File: config.mk
export PLATFORM = sky130hd
export DESIGN_NAME = pulse_width_monitor
export DESIGN_NICKNAME = d
export VERILOG_FILES = /design/src/rtl/pulse_width_monitor.sv
export SDC_FILE = /design/constraint.sdc
export NUM_CORES = 1
export LEC_CHECK = 0
export CORE_MARGIN = 4
export CORE_UTILIZATION = 35
export DETAILED_ROUTE_END_ITERATION = 16
export DONT_BUFFER_PORTS = 1
export PLACE_DENSITY = 0.56
export SLEW_MARGIN = 20
export SYNTH_ARGS = -nofsm -noshare
export SYNTH_HDL_FRONTEND = slang
export SYNTH_SLANG_ARGS = --single-unit
File: constraint.sdc
create_clock -name clk -period 2.6 [get_ports clk]
set_clock_uncertainty 0.05 [all_clocks]
set_input_delay 0.26 -clock clk [delete_from_list [all_inputs] [get_ports clk]]
set_output_delay 0.26 -clock clk [all_outputs]
set_load 0.03 [all_outputs]
File: src/rtl/pulse_width_monitor.sv
// rtl/pulse_width_monitor.sv - measures synchronized high-pulse widths and hands them out with valid/ready
module pulse_width_monitor #(
    parameter int CNT_W = 8,
    parameter int MIN_W = 2
) (
    input  logic             clk,
    input  logic             rst,
    input  logic             a,
    output logic [CNT_W-1:0] width,
    output logic             width_valid,
    input  logic             width_ready,
    output logic             sat,
    output logic             dropped
);

    typedef enum logic [1:0] {
        IDLE    = 2'd0,
        MEASURE = 2'd1,
        HOLD    = 2'd2
    } state_t;

    localparam logic [CNT_W-1:0] CNT_MAX = '1;
    localparam logic [CNT_W-1:0] CNT_ONE = CNT_W'(1);
    localparam logic [CNT_W-1:0] MIN_CNT = CNT_W'(MIN_W);

    state_t           state;
    state_t           state_next;
    logic             s1;
    logic             s2;
    logic             s_prev;
    logic             rise;
    logic [CNT_W-1:0] count;
    logic             sat_r;

    logic             start;
    logic             incr;
    logic             capture;
    logic             xfer;
    logic             drop_set;

    assign rise = s2 & ~s_prev;

    // Two-flop synchronizer for the asynchronous input plus a delayed copy for edge detection
    always_ff @(posedge clk) begin
        if (rst) begin
            s1     <= 1'b0;
            s2     <= 1'b0;
            s_prev <= 1'b0;
        end else begin
            s1     <= a;
            s2     <= s1;
            s_prev <= s2;
        end
    end

    // State register
    always_ff @(posedge clk) begin
        if (rst) begin
            state <= IDLE;
        end else begin
            state <= state_next;
        end
    end

    // Next-state and datapath control; only a rising edge starts a measurement, never a held level
    always_comb begin
        state_next = state;
        start      = 1'b0;
        incr       = 1'b0;
        capture    = 1'b0;
        xfer       = 1'b0;
        drop_set   = 1'b0;
        case (state)
            IDLE: begin
                if (rise) begin
                    start      = 1'b1;
                    state_next = MEASURE;
                end
            end
            MEASURE: begin
                if (s2) begin
                    incr = 1'b1;
                end else if (count >= MIN_CNT) begin
                    capture    = 1'b1;
                    state_next = HOLD;
                end else begin
                    state_next = IDLE;
                end
            end
            HOLD: begin
                drop_set = rise;
                if (width_valid && width_ready) begin
                    xfer       = 1'b1;
                    state_next = IDLE;
                end
            end
            default: begin
                state_next = IDLE;
            end
        endcase
    end

    // Counter, saturation tracking, result register and sticky drop flag
    always_ff @(posedge clk) begin
        if (rst) begin
            count       <= '0;
            sat_r       <= 1'b0;
            width       <= '0;
            width_valid <= 1'b0;
            sat         <= 1'b0;
            dropped     <= 1'b0;
        end else begin
            if (start) begin
                count <= CNT_ONE;
                sat_r <= 1'b0;
            end else if (incr) begin
                if (count == CNT_MAX) begin
                    sat_r <= 1'b1;
                end else begin
                    count <= count + CNT_ONE;
                end
            end
            if (capture) begin
                width       <= count;
                sat         <= sat_r;
                width_valid <= 1'b1;
            end else if (xfer) begin
                width_valid <= 1'b0;
            end
            if (drop_set) begin
                dropped <= 1'b1;
            end
        end
    end

endmodule

==> reports/metrics.yaml <==
status: "finished clean"
syn_area_um2: 1241
slew_headroom_pct: 38.19
vias: 911
clock_latency_ps: 320
core_area_um2: 3390
regArea_um2: 500.5
drv_cap: 0
clk_path_buf_depth: 2
drc: 0
wl_met3_um: 151
ir_drop_mv: 0.3062
hold_path.class: "in -> reg"
antenna_left: 0
synth_cell_types: 37
highest_layer: "met4"
cp_max_fo: 9
grt_overflow: 0
setup_tns_ps: 0
die_h_um: 67.55
drive_above_1_share_pct: 12.00
grt_first_pass_wirelength_mm: 4.084
nFillCells: 345
grt_start_max_net_pins: 23
n_antenna_cell: 0
rrSetupSlack_ps: 760
io_buffers: 0
cp-end-kind: "flop"
worstPathRequired_ps: 2810
p_leak_nw: 0.4201
ios: 15
crit_arrival_ps: 2050
rsz0062_at_grt: "no"
ys_seq_area_share_pct: 40.32
grt_antenna_before_repair: 0
clkSinkCount: 25
first_global_vias: 889
fp-row-count: 21
rr_endpoint: "width[6]"
slowest_stage: "a211oi_2"
holdPathEnd: "s1"
nNetsFinal: 132
slew_violations: 0
wl_mm: 2.434
path_clk_slew_ps: 130
yosysWarnings: 0
first_iter_violations: 42
crit_family: "compound AO/OA/AOI/OAI gates"
place_congestion: 0.7829
hold_start: "a"
fmax_mhz: 542.3
holdPathStages: 1
postCtsSetupBuffers: 0
min_period_over_period_pct: 70.92
setup_violations: 0
timing.rr.start: "count[1]"
synth_fp_nets: 133
tightest_slew_ps: 925.5
cts_buffers: 3
multi_input_area_um2: 691.9
vias_per_cell: 5.327
power.total_mw: 0.5805
first_pass_iters: 4
crit_type: "reg -> reg"
wl_met2_mm: 1.150
track_usage_pct: 11.92
netlist_instances: 127
finalCriticalPeriod_ps: 1844
cts_max_level: 1
root_buffer: "clkbuf_4"
met1_length_mm: 1.109
syn_area_per_cell_um2: 9.773
cts_tree: "yes"
cpPeakStageDelay_ps: 770
area_delta_synth_final_pct: 4.234
hpwl_mm: 1.692
initial_core_util_pct: 36.62
hold_viol: 0
power_density_nw_per_um2: 448.7
worst-path-buf-inv: 0
cp_cell_sequence: "ha_1 > nor4_2 > a211oi_2 > mux2i_1"
startpoint_type: "flop"
die_w_um: 67.55
avgRoutedWirePerCell_um: 14.23
design.die.area_um2: 4563
ys_seq_elements: 25
ff2ff_path_depth: 4
## how the worst max path moves through the flow
stage	start	endpoint	depth (start not counted)
3_3_place_gp	count[0]	width[5]	5
6_report	count[1]	width[6]	4
2_1_floorplan	count[0]	count[0]	4
3_5_place_dp	count[1]	width[0]	4
5_1_grt	count[1]	width[5]	4
4_1_cts	count[1]	sat	4
## worst register-to-register path: cells and delay by family (launching register included)
family	cells	cell delay, ps
flip-flops	1	450
AND/OR/NAND/NOR	1	50
multiplexers	1	260
AO/OA/AOI/OAI	1	770
adder cells (fa/ha/maj)	1	200
## synthesized netlist by cell type (all sizes together)
cell type / count / area [um2]
a21boi: 1 / 7.510
a21oi: 4 / 20.02
nand4b: 1 / 8.760
a21bo: 1 / 10.01
dfxtp: 25 / 500.5
a211o: 1 / 8.760
a31oi: 6 / 37.54
or4b: 1 / 13.76
a311oi: 3 / 32.53
nor4: 2 / 25.02
nand2b: 20 / 127.6
nand3b: 2 / 15.01
and3b: 1 / 8.760
a41oi: 2 / 17.52
clkbuf: 2 / 7.510
mux2i: 10 / 100.1
nor3: 1 / 5.000
and4b: 1 / 10.01
and3: 5 / 33.78
a211oi: 3 / 22.52
ha: 2 / 25.02
or3b: 1 / 8.760
nand2: 5 / 18.77
a2111oi: 1 / 15.01
buf: 5 / 38.78
or2b: 1 / 7.510
inv: 2 / 7.510
nor2: 4 / 15.01
and4: 1 / 10.01
and2: 4 / 26.28
nor2b: 9 / 56.30
## registers in the layout (all words and copies together) (netlist names)
name and count:
s1 1, sat_r 1, width 8, s2 1, state 2, width_valid 1, s_prev 1, count 8
dropped 1, sat 1
## report_power, final
part	total (mW)	internal, mW	switching [mW]
Combinational	0.0193	0.0109	0.00833
Sequential	0.391	0.386	0.00484
Clock	0.170	0.0601	0.110
## through the flow
stage	setup slack [ps]	cells	hold slack, ps	utilization (%)	cell area, um2
final	756.1	171	14.69	38.17	1294
after global routing	517.8	171	0.5338	38.17	1294
after CTS	694.5	171	3.624	38.17	1294
after detailed placement	740.7	166	284.2	37.10	1257
after global placement	777.4	166	282.4	37.10	1257
after floorplan	1219	127	338.2	-	1241
## area by class of cell
cell class	count	share of cell area, %
inverters	2	0.5803
well taps	46	4.449
flip-flops and latches	25	38.68
clock buffers	4	2.031
repair buffers	1	0.7737
multi-input cells	93	53.48
## kinds of logic (layout without fill, tap and decap cells)
group,after synthesis,in the layout,synth area share (%)
fa+ha+maj,2,2,2.016
compound gates,22,22,13.81
flops,25,25,40.32
buf+inv,9,7,4.335
mux,10,10,8.065
simple gates,59,59,31.45
## metal layers
layer	up-vias	track usage, %
met5	-	0
met4	0	3.038
met3	4	4.493
met2	21	20.05
met1	437	14.16
li1	449	-
## what timing repair did
item / in CTS / in global routing
endpoints found under the setup margin: 0 / 0
endpoints found under the hold margin: 8 / 0
hold buffers: 1 / 0
gates resized for setup: 0 / 0
## placed cells by master (no fill, tap or decap), types with 3 or more instances in the layout
cell      synthesis  routed
dfxtp_1          25      25
nand2_1           5       5
and2_1            3       3
clkbuf_4          0       3
nor2b_1           9       9
nor2_1            4       4
nand2b_1         19      19
and3_1            3       3
a21oi_1           4       4
mux2i_1          10      10
a31oi_1           6       6
Power figures use the tool's default switching activity.
